<file path="config.mk">
export PLATFORM = sky130hd
export DESIGN_NAME = fifo_rd_packer_flat
export DESIGN_NICKNAME = d
export VERILOG_FILES = /design/src/rtl/fifo_rd_packer_if.sv /design/src/rtl/fifo_rd_packer.sv /design/src/flat_wrapper.sv
export SDC_FILE = /design/constraint.sdc
export NUM_CORES = 1
export LEC_CHECK = 0
export BUFFER_PORTS_ARGS = -buffer_cell sky130_fd_sc_hd__clkbuf_2
export CORE_UTILIZATION = 50
export CTS_CLUSTER_DIAMETER = 60
export DETAILED_ROUTE_END_ITERATION = 10
export MAX_ROUTING_LAYER = met4
export PLACE_DENSITY = 0.74
export SLEW_MARGIN = 30
export SYNTH_ARGS = -nofsm -noshare
export SYNTH_HDL_FRONTEND = slang
export SYNTH_SLANG_ARGS = --single-unit
</file>
<file path="constraint.sdc">
create_clock -name rd_clk -period 1.6 [get_ports rd_clk]
set_input_delay 0.32 -clock rd_clk [delete_from_list [all_inputs] [get_ports rd_clk]]
set_output_delay 0.32 -clock rd_clk [all_outputs]
set_load 0.02 [all_outputs]
</file>
<file path="src/rtl/fifo_rd_packer_if.sv">
// FIFO read port plus packed-word valid/ready output
// bundled for fifo_rd_packer.
interface fifo_rd_packer_if #(
  parameter int DATA_WIDTH = 8,
  parameter int BEATS      = 4
);
  logic                          fifo_empty;
  logic [DATA_WIDTH-1:0]         fifo_rd_data;
  logic                          fifo_rd_en;
  logic                          out_valid;
  logic                          out_ready;
  logic [DATA_WIDTH*BEATS-1:0]   out_data;

  modport master (
    input  fifo_empty,
    input  fifo_rd_data,
    output fifo_rd_en,
    output out_valid,
    input  out_ready,
    output out_data
  );

  modport slave (
    output fifo_empty,
    output fifo_rd_data,
    input  fifo_rd_en,
    input  out_valid,
    output out_ready,
    input  out_data
  );
endinterface

</file>
<file path="src/rtl/fifo_rd_packer.sv">
// Pops narrow words from a registered-read FIFO and packs
// BEATS of them into one wide valid/ready output word.
module fifo_rd_packer #(
  parameter int DATA_WIDTH = 8,
  parameter int BEATS      = 4,
  localparam int CW        = $clog2(BEATS),
  localparam int WW        = DATA_WIDTH * BEATS
) (
  input  logic          rd_clk,
  input  logic          reset_n,
  input  logic          flush,
  output logic [CW-1:0] beat_cnt,
  fifo_rd_packer_if.master bus
);

  typedef logic [BEATS-1:0][DATA_WIDTH-1:0] asm_t;

  asm_t          asm_q, asm_d;
  logic [CW-1:0] cnt_q, cnt_d;
  logic          infl_q, infl_d;
  logic          held_q, held_d;
  logic          ov_q, ov_d;
  logic [WW-1:0] od_q, od_d;

  logic last;
  logic rd_en;
  logic accept;
  logic free;

  assign last   = (cnt_q == CW'(BEATS - 1));
  assign accept = ov_q && bus.out_ready;
  assign free   = !ov_q || bus.out_ready;

  // Bubble after the final-beat pop keeps one beat in flight at most.
  assign rd_en = reset_n && !bus.fifo_empty && !held_q
              && !flush && !(infl_q && last);

  always_comb begin
    asm_d  = asm_q;
    cnt_d  = cnt_q;
    infl_d = rd_en;
    held_d = held_q;
    ov_d   = ov_q;
    od_d   = od_q;
    if (accept) ov_d = 1'b0;
    if (flush) begin
      cnt_d  = '0;
      held_d = 1'b0;
    end else begin
      if (held_q && accept) begin
        od_d   = asm_q;
        ov_d   = 1'b1;
        held_d = 1'b0;
      end
      if (infl_q) begin
        asm_d[cnt_q] = bus.fifo_rd_data;
        if (last) begin
          cnt_d = '0;
          if (free) begin
            od_d = asm_d;
            ov_d = 1'b1;
          end else begin
            held_d = 1'b1;
          end
        end else begin
          cnt_d = cnt_q + CW'(1);
        end
      end
    end
  end

  always_ff @(posedge rd_clk or negedge reset_n) begin
    if (!reset_n) begin
      asm_q  <= '0;
      cnt_q  <= '0;
      infl_q <= 1'b0;
      held_q <= 1'b0;
      ov_q   <= 1'b0;
      od_q   <= '0;
    end else begin
      asm_q  <= asm_d;
      cnt_q  <= cnt_d;
      infl_q <= infl_d;
      held_q <= held_d;
      ov_q   <= ov_d;
      od_q   <= od_d;
    end
  end

  assign bus.fifo_rd_en = rd_en;
  assign bus.out_valid  = ov_q;
  assign bus.out_data   = od_q;
  assign beat_cnt       = cnt_q;

endmodule

</file>
<file path="src/flat_wrapper.sv">
// flat-port wrapper written by rule: the top's interface ports become plain ports
module fifo_rd_packer_flat 
#(
  parameter int DATA_WIDTH = 8,
  parameter int BEATS      = 4,
  localparam int CW        = $clog2(BEATS),
  localparam int WW        = DATA_WIDTH * BEATS
)
  (rd_clk, reset_n, flush, beat_cnt, bus_fifo_empty, bus_fifo_rd_data, bus_fifo_rd_en, bus_out_valid, bus_out_ready, bus_out_data);
  fifo_rd_packer_if #(.DATA_WIDTH(DATA_WIDTH), .BEATS(BEATS)) bus_i ();
  input  logic rd_clk;
  input  logic reset_n;
  input  logic flush;
  output logic [CW-1:0] beat_cnt;
  input wire logic [$bits(bus_i.fifo_empty)-1:0] bus_fifo_empty;
  input wire logic [$bits(bus_i.fifo_rd_data)-1:0] bus_fifo_rd_data;
  output wire logic [$bits(bus_i.fifo_rd_en)-1:0] bus_fifo_rd_en;
  output wire logic [$bits(bus_i.out_valid)-1:0] bus_out_valid;
  input wire logic [$bits(bus_i.out_ready)-1:0] bus_out_ready;
  output wire logic [$bits(bus_i.out_data)-1:0] bus_out_data;
  assign bus_i.fifo_empty = bus_fifo_empty;
  assign bus_i.fifo_rd_data = bus_fifo_rd_data;
  assign bus_fifo_rd_en = bus_i.fifo_rd_en;
  assign bus_out_valid = bus_i.out_valid;
  assign bus_i.out_ready = bus_out_ready;
  assign bus_out_data = bus_i.out_data;
  fifo_rd_packer #(.DATA_WIDTH(DATA_WIDTH), .BEATS(BEATS)) u_core (.rd_clk(rd_clk), .reset_n(reset_n), .flush(flush), .beat_cnt(beat_cnt), .bus(bus_i));
endmodule
</file>
==> results of run 1 <==
## logic make-up after synthesis
| kind of cell | after synthesis | synth area share, % |
|---|---|---|
| muxes | 57 | 17.5 |
| AOI/OAI and AO/OA | 60 | 13.2 |
| adders and majority gates | 6 | 2.26 |
| DFF | 69 | 52.0 |
| and+or+nand+nor | 74 | 10.4 |
| buffers and inverters | 24 | 4.68 |
## routing by layer
| layer | global-route usage [%] | vias to the layer above | part of all wire [%] |
|---|---|---|---|
| met5 | - | - | 0 |
| met4 | 9.86 | 0 | 1.9 |
| met3 | 5.04 | 15 | 4.5 |
| met2 | 32.9 | 67 | 47 |
| met1 | 31.6 | 1188 | 47 |
| li1 | - | 1147 | - |
## registers in the layout, summed over array words and instances (netlist names)
signal and flops:
u_core.bus.out_valid 1, u_core.beat_cnt 2, u_core.bus.out_data 32, u_core.asm_q 32, u_core.infl_q 1, u_core.held_q 1
## critical path, stage by stage, from the launching register on
cell and delay [ps]:
dfrtp_2 450, ha_4 180, and2_4 140, nor3_4 130
clkbuf_8 170
## power by group
group	internal (µW)	switching [µW]	total [µW]	leakage (µW)
Clock	758	626	1380	0.0000964
Combinational	205	286	492	0.000880
Sequential	1890	115	2000	0.000889
## stage by stage
stage               hold WS, ps  utilization (%)  worst slack [ps]  instance area [µm²]
CTS                        18.4             63.9              -143                 4080
floorplan                  24.4                -              6.63                 3340
global placement            397             58.6              22.6                 3740
detailed placement          393             58.6             -23.6                 3740
finish                     2.68             65.2              -132                 4160
global route               40.1             65.2              -183                 4160
## timing repair
action                                  in CTS  in global routing
buffers inserted                             4                  1
pin swaps                                    9                 12
resized for setup                           16                 22
gates cloned                                 1                  0
endpoints found under the setup margin      12                 41
## area by class of cell
cell class,count,area share (%)
Sequential cell,69,41.5
Multi-Input combinational cell,197,38.9
Timing Repair Buffer,70,12.2
Clock buffer,12,3.49
Tap cell,77,2.31
Clock inverter,4,1.14
Inverter,4,0.421
## final timing paths
| kind | to | slack (ps) | cells past startpoint |
|---|---|---|---|
| setup reg to reg | u_core.bus.out_data[31]$_DFFE_PN0N_ | -60 | 5 |
| hold reg to reg | u_core.bus.out_data[29]$_DFFE_PN0N_ | 510 | 1 |
| setup / recovery | bus_fifo_rd_en | -130 | 4 |
| hold / removal | u_core.bus.out_data[23]$_DFFE_PN0N_ | 3 | 2 |
| min in group rd_clk | u_core.held_q$_DFF_PN0_ | 240 | 2 |
| max in group asynchronous | u_core.beat_cnt[0]$_DFFE_PN0P_ | 1250 | 2 |
## cell usage in the layout, fill, tap and decap left out, types with 2 or more instances in the layout
cell type  count
o22a_1        24
buf_4         13
mux2i_2        9
nor3_4         2
ha_1           2
inv_1          3
ha_4           4
mux2i_1       35
mux2i_4        5
dfrtp_2        2
nor2_1        27
clkbuf_2      46
a221o_1        8
clkbuf_8      11
nor2b_1        8
buf_6          2
buf_12         7
clkinv_2       2
o21ai_0       25
mux2_2         5
dfrtp_1       67
nand2_1       28
mux2_4         3
clkbuf_1       2
==> results.ini, run 1 <==
[layout]
regArea_um2=1730
final_cells=433
n_antenna_cell=0
drive_gt1_share_pct=34.0
multi_input_area_um2=1620
area_delta_synth_final_pct=25.5
nFillCells=504
final_nets=370

[timing]
setup_viol=24
fmax_mhz=577
setup_tns_ps=-747
hold_violations=0
layout_setup_ws_ps=-132
worst_pin_slew_ps=509
max-slew-margin-rel_pct=65.9
slew_violations=0
fin_crit_ps=1730
fin_skew_ps=7.96
rsz0062_at_grt=true
period_share_pct=108

[floorplanning]
core_um2=6390
fp-row-count=29
initial_core_util_pct=52.0
dieArea_um2=6970
die_w_um=83.5
ios=49
fp.dieH_um=83.5

[setup_path]
r2r-start=u_core.beat_cnt[1]$_DFFE_PN0P_
crit_fanout=4
criticalPathCategory=reg2out
worstSetupEndpointType=output port
critPathLaunchType=flip-flop
critPathRequiredTime_ps=1280
cp-startpoint=u_core.beat_cnt[1]$_DFFE_PN0P_
critPathArrivalTime_ps=1410

[yosys]
synth_top_area_cell=dfrtp_1
synth.area.top_cells=dfrtp_1 (52%), mux2i_1 (15%), o22a_1 (6.3%)
synth-seq-cells=69
synth_edf_count=0
syn_area_per_cell_um2=11.4
synth.yosys.seq_area_share_pct=52.0
ys_warn_count=0
synthArstFlopShare_pct=100
synthCells=290
synth_top_area_share_pct=52.0
synthesis.area_um2=3320
syn-num-nets=309
yosysMostFrequentCell=dfrtp_1
synth_common_cells=dfrtp_1 (69), mux2i_1 (49), nand2_1 (28)
ys_types=28
yosys_most_used_dff=dfrtp_1

[job]
maxCapViolCount=0

[power_and_ir_drop]
power_density_nw_per_um2=931
p_leak_uw=0.00187
power.total_uw=3880
peakVddDrop_mv=0.571

[worst_hold_path]
min_path_type=in2async

[status]
violations=negative setup slack
status=finished with violations

[global_routing]
grt_overflow=0
grt_start_max_net_pins=70
antenna_found_initial=0
grt_first_pass_wirelength_mm=11.8
grt.total_usage_pct=22.9
grt_pass1_vias=2278

[drt]
routed_wl_mm=7.43
drc_errors=0
dr.pass1.iters=4
vias_per_cell=5.58
wl_per_cell_um=17.2
vias=2417
ant_nets=0
drt_iter0_markers=108

[clock_network]
cts_buffers=9
tritoncts=built
h-tree-depth=3
root_buffer=clkbuf_8
clockBufferDepth=2
ctsHoldBuffers=0
cts.sinks=69
clock_latency_ps=340
clkTransAtPathRegs_ps=70

[placed_design]
hpwl_mm=4.79
place.gp.congestion=0.749
port_buffers=48
dp_cells=412

No activity file was read; power rests on OpenSTA's default activity.
==> inputs of run 2 (changes only) <==
- CORE_UTILIZATION: 50 -> 31
- PLACE_DENSITY: 0.74 -> default
- RECOVER_POWER: default -> 25
- clock period: 1.6 -> 1.9 ns (I/O delays scaled with it)
==> run 2 against run 1 <==
Against the previous run:
- the flow now finishes without violations
- register-to-register slack better by 170 ps
- clock-buffer cell count is the same
- via count shrank 1.6%
- core utilization shrank 28 points
- global-route usage fell by 8.0 points
- critical endpoint is now u_core.bus.out_data[12]$_DFFE_PN0N_
==> results.ini, run 2 (synthesis results as in run 1) <==
[placed_design]
post-place-ws_ps=151  ; was -23.6 ps
port_buffers=48  ; unchanged
hpwl_mm=5.03  ; was 4.79 mm
place.gp.congestion=0.736  ; was 0.749

[drt]
vias=2379  ; was 2417
ant_nets=0  ; unchanged
vias_per_cell=4.93  ; was 5.58
dr.pass1.iters=4  ; unchanged
drt_iter0_markers=142  ; was 108
wl_per_cell_um=15.5  ; was 17.2 µm
drc_errors=0  ; unchanged
routed_wl_mm=7.47  ; was 7.43 mm

[layout]
final_cell_mix=dfrtp_1 (68), mux2i_1 (49), clkbuf_2 (46)  ; was dfrtp_1 (67), clkbuf_2 (46), mux2i_1 (35)
drive_gt1_share_pct=26.2  ; was 34.0%
area_delta_synth_final_pct=17.5  ; was 25.5%
final_nets=361  ; was 370
final_common_cell=dfrtp_1  ; unchanged
n_antenna_cell=0  ; unchanged
nFillCells=1037  ; was 504

[setup_path]
worstSetupEndpointType=flip-flop  ; was output port
critPathArrivalTime_ps=2020  ; was 1410 ps
critPathRequiredTime_ps=2120  ; was 1280 ps
criticalPathCategory=reg2reg  ; was reg2out
crit_fanout=6  ; was 4
critPathLaunchType=flip-flop  ; unchanged

[floorplanning]
ios=49  ; unchanged
die_w_um=105  ; was 83.5 µm
fp.dieH_um=105  ; was 83.5 µm
fp-row-count=37  ; was 29
core_um2=10400  ; was 6390 µm²
initial_core_util_pct=32.0  ; was 52.0%
dieArea_um2=11100  ; was 6970 µm²

[timing]
fin_crit_ps=1790
rsz0062_at_grt=false  ; was true
fin_skew_ps=17.4  ; was 7.96 ps
hold_violations=0  ; unchanged
worst_pin_slew_ps=641  ; was 509 ps
setup_viol=0  ; was 24
period_share_pct=94.3
layout_setup_ws_ps=108  ; was -132 ps
slew_violations=0  ; unchanged
fmax_mhz=558
setup_tns_ps=0  ; was -747 ps
max-slew-margin-rel_pct=57.3  ; was 65.9%

[clock_network]
cts.sinks=69  ; unchanged
h-tree-depth=3  ; unchanged
root_buffer=clkbuf_8  ; unchanged
tritoncts=built  ; unchanged
ctsHoldBuffers=0  ; unchanged
clock_latency_ps=340  ; about the same
clkTransAtPathRegs_ps=80  ; was 70 ps
cts_buffers=9  ; unchanged
clockBufferDepth=2  ; unchanged

[power_and_ir_drop]
p_leak_uw=0.00178  ; was 0.00187 µW
power_density_nw_per_um2=790  ; was 931 nW/µm²
peakVddDrop_mv=0.328  ; was 0.571 mV

[global_routing]
grt_first_pass_wirelength_mm=12.5  ; was 11.8 mm
grt_start_max_net_pins=70  ; unchanged
antenna_found_initial=0  ; unchanged
grt_pass1_vias=2423  ; was 2278
grt_overflow=0  ; unchanged
grt.total_usage_pct=14.9  ; was 22.9%

[job]
maxCapViolCount=0  ; unchanged

[status]
status=finished clean  ; was finished with violations

[worst_hold_path]
min_path_type=in2async  ; unchanged

run 2: changes by cell type in the layout (fill, tap and decap cells not counted), sizes merged:
| cell | previous run | this run |
|---|---|---|
| clkbuf | 59 | 60 |
| clkinv | 2 | 4 |
| buf | 23 | 13 |
| bufinv | 1 | 0 |
| clkinvlp | 1 | 0 |
run 2: critical path: stages (launching register included):
cell and delay, ps:
dfrtp_1 400, buf_4 160, inv_1 100, ha_1 430, mux2i_1 300, mux2i_1 110, o22a_1 180
run 2: cell type report:
cell class	count	area, µm²	area share [%]
clock buffer	12	145	3.72
clock inverter	4	23.8	0.610
inverter	4	15.0	0.385
multi-input combinational	197	1460	37.3
sequential	69	1730	44.3
tap	136	170	4.36
timing repair buffer	61	362	9.27
run 2: path summary, 6_finish.rpt:
check	start	end	slack, ps	depth (start not counted)
hold / removal	reset_n	u_core.held_q$_DFF_PN0_	220	2
min in group rd_clk	bus_out_ready	u_core.held_q$_DFF_PN0_	280	2
setup / recovery	u_core.beat_cnt[1]$_DFFE_PN0P_	u_core.bus.out_data[12]$_DFFE_PN0N_	110	6
setup reg to reg	u_core.beat_cnt[1]$_DFFE_PN0P_	u_core.bus.out_data[12]$_DFFE_PN0N_	110	6
hold reg to reg	u_core.asm_q[30]$_DFFE_PN0P_	u_core.bus.out_data[30]$_DFFE_PN0N_	510	1
max in group asynchronous	reset_n	u_core.beat_cnt[0]$_DFFE_PN0P_	1230	2
run 2: stage by stage:
stage          cells  cell area [µm²]  hold slack, ps  utilization, %  power (µW)
2_1_floorplan    290             3320            84.4               -        1900
3_3_place_gp     465             3690             482            35.6        2050
3_5_place_dp     465             3690             493            35.6        2060
4_1_cts          483             3890             271            37.6        3120
5_1_grt          483             3900             262            37.6        3260
6_report         483             3900             215            37.6        3080
run 2: timing repair:
action / 4_1_cts / 5_1_grt
gates resized for setup: 5 / 1
pin swaps: 0 / 1
endpoints found under the setup margin: 1 / 1
cloned: 0 / 0
setup buffers: 2 / 0
run 2: metal layers:
| metal | global-route usage, % | vias up | share of wire, % |
|---|---|---|---|
| met4 | 5.23 | 0 | 1.1 |
| met2 | 23.0 | 48 | 47 |
| li1 | - | 1127 | - |
| met3 | 2.66 | 8 | 3.5 |
| met5 | - | - | 0 |
| met1 | 19.7 | 1196 | 48 |
run 2: where the power goes:
part	total, µW	switching (µW)	internal [µW]
Clock	1050	541	506
Sequential	1670	85.2	1590
Combinational	360	220	141
Total	3080	846	2240
==> inputs of run 3 (changes only) <==
- CTS_BUF_LIST: default -> sky130_fd_sc_hd__clkbuf_8
- REMOVE_ABC_BUFFERS: default -> 1
==> run 3 against run 2 <==
Against the previous run:
- combinational power hardly changed
- power rose by 7.1%
- flip-flop and latch count did not move
- die area is the same
- core utilization up 0.64 points
- first-iteration DRC count decreased by 26%
- clock skew is 11 ps lower
- hold slack lost 32 ps
- sequential share of layout area decreased by 0.71 points
- register-to-register slack better by 90 ps
- critical endpoint is now bus_fifo_rd_en
==> results.ini, run 3 (synthesis results as in run 1) <==
[drt]
drt_iter0_markers=105  ; was 142
wl_per_cell_um=15.6  ; was 15.5 µm
drc_errors=0  ; unchanged
ant_nets=0  ; unchanged
routed-wl-met3_um=232  ; was 262 µm
vias=2381  ; was 2379
vias_per_cell=4.91  ; was 4.93
highest_layer=met4  ; unchanged
wl_met1_mm=3.68  ; was 3.62 mm
routed_wl_mm=7.55  ; was 7.47 mm
dr.pass1.iters=4  ; unchanged
wl_met2_mm=3.54  ; was 3.50 mm

[placed_design]
hpwl_mm=5.00  ; was 5.03 mm
port_buffers=48  ; unchanged
place.gp.congestion=0.694  ; was 0.736
place_area_um2=3720  ; was 3690 µm²

[worst_hold_path]
min_path_type=in2async  ; unchanged

[layout]
drive_gt1_share_pct=26.9  ; was 26.2%
area_delta_synth_final_pct=19.5  ; was 17.5%
n_antenna_cell=0  ; unchanged
final_common_cell=dfrtp_1  ; unchanged
fin_util_pct=38.2  ; was 37.6%
final_nets=363  ; was 361
final_cell_mix=dfrtp_1 (67), mux2i_1 (49), clkbuf_2 (46)  ; was dfrtp_1 (68), mux2i_1 (49), clkbuf_2 (46)
design_area_um2=3970  ; was 3900 µm²

[global_routing]
grt_overflow=0  ; unchanged
grt_pass1_vias=2379  ; was 2423
grt.total_usage_pct=15.3  ; was 14.9%
antenna_found_initial=0  ; unchanged
grt_start_max_net_pins=70  ; unchanged
grt_first_pass_wirelength_mm=12.6  ; was 12.5 mm

[power_and_ir_drop]
power_density_nw_per_um2=832  ; was 790 nW/µm²
p_leak_uw=0.00181  ; was 0.00178 µW
peakVddDrop_mv=0.410  ; was 0.328 mV

[setup_path]
rrSetupSlack_ps=200  ; was 110 ps
criticalPathCategory=reg2out  ; was reg2reg
ff2ff_path_depth=7  ; was 6
endpoint=bus_fifo_rd_en  ; was u_core.bus.out_data[12]$_DFFE_PN0N_
crit_fanout=5  ; was 6
r2r-start=u_core.beat_cnt[0]$_DFFE_PN0P_  ; was u_core.beat_cnt[1]$_DFFE_PN0P_
cp-startpoint=u_core.beat_cnt[0]$_DFFE_PN0P_  ; was u_core.beat_cnt[1]$_DFFE_PN0P_
worstSetupEndpointType=output port  ; was flip-flop
critPathRequiredTime_ps=1520  ; was 2120 ps
r2r_end=u_core.bus.out_data[5]$_DFFE_PN0N_  ; was u_core.bus.out_data[12]$_DFFE_PN0N_
critPathArrivalTime_ps=1450  ; was 2020 ps
critPathLaunchType=flip-flop  ; unchanged

[timing]
hold_violations=0  ; unchanged
slew_violations=0  ; unchanged
period_share_pct=96.5  ; was 94.3%
fin_skew_ps=6.59  ; was 17.4 ps
rsz0062_at_grt=false  ; unchanged
max-slew-margin-rel_pct=57.4  ; was 57.3%
setup_viol=0  ; unchanged
worst_pin_slew_ps=639  ; was 641 ps
fin_crit_ps=1830  ; was 1790 ps
whs_ps=184  ; was 215 ps
setup_tns_ps=0  ; unchanged
fmax_mhz=545  ; was 558 MHz

[status]
status=finished clean  ; unchanged

[clock_network]
cts.sinks=69  ; unchanged
h-tree-depth=3  ; unchanged
clockBufferDepth=2  ; unchanged
root_buffer=clkbuf_8  ; unchanged
clock_latency_ps=340  ; about the same
cts_buffers=9  ; unchanged
clkTransAtPathRegs_ps=80  ; about the same
tritoncts=built  ; unchanged

[job]
maxCapViolCount=0  ; unchanged

[floorplanning]
fp-row-count=37  ; unchanged
fp.dieH_um=105  ; unchanged
dieArea_um2=11100  ; unchanged
die_w_um=105  ; unchanged
core_um2=10400  ; unchanged
initial_core_util_pct=32.0  ; unchanged
ios=49  ; unchanged

-- run 3: what timing repair did --
item / in CTS / in global routing
buffers inserted: 2 / 0
gates resized for setup: 6 / 1
endpoints found under the setup margin: 1 / 1
hold buffers: 0 / 0
-- run 3: layout make-up --
class	count	area, µm²
Timing Repair Buffer	63	389
Clock buffer	9	124
Multi-Input combinational cell	197	1460
Tap cell	136	170
Clock inverter	7	82.6
Sequential cell	69	1730
Fill cell	1018	6400
Inverter	4	15.0
-- run 3: worst max-delay path, stage by stage (launching register included) --
cell,delay (ps)
dfrtp_2,410
ha_2,190
and2_4,160
nor3_4,180
clkbuf_8,170
-- run 3: metrics by stage --
stage	worst slack (ps)	instances	power, µW
2_1_floorplan	-464	270	1890
3_3_place_gp	212	467	2040
3_5_place_dp	125	467	2060
4_1_cts	3.41	485	3350
5_1_grt	4.20	485	3470
6_report	66.6	485	3300
-- run 3: how the worst min path moves through the flow --
stage | end | slack (ps) | cells after the start
final | u_core.asm_q[15]$_DFFE_PN0P_ | 180 | 2
after global routing | u_core.asm_q[15]$_DFFE_PN0P_ | 250 | 2
after CTS | u_core.held_q$_DFF_PN0_ | 260 | 2
after global placement | u_core.bus.out_data[31]$_DFFE_PN0N_ | 480 | 1
after detailed placement | u_core.bus.out_data[28]$_DFFE_PN0N_ | 490 | 1
after floorplan | u_core.asm_q[0]$_DFFE_PN0P_ | 80 | 0
-- run 3: power breakdown --
| part | switching [µW] | total [µW] | internal (µW) |
|---|---|---|---|
| logic | 216 | 358 | 142 |
| clock network | 549 | 1270 | 723 |
| registers | 81.8 | 1670 | 1590 |
| total | 847 | 3300 | 2450 |
-- run 3: layer usage --
layer	global-route usage (%)	up-vias
li1	-	1137
met1	20.2	1182
met2	23.1	53
met3	2.72	9
met4	6.64	0
met5	-	-
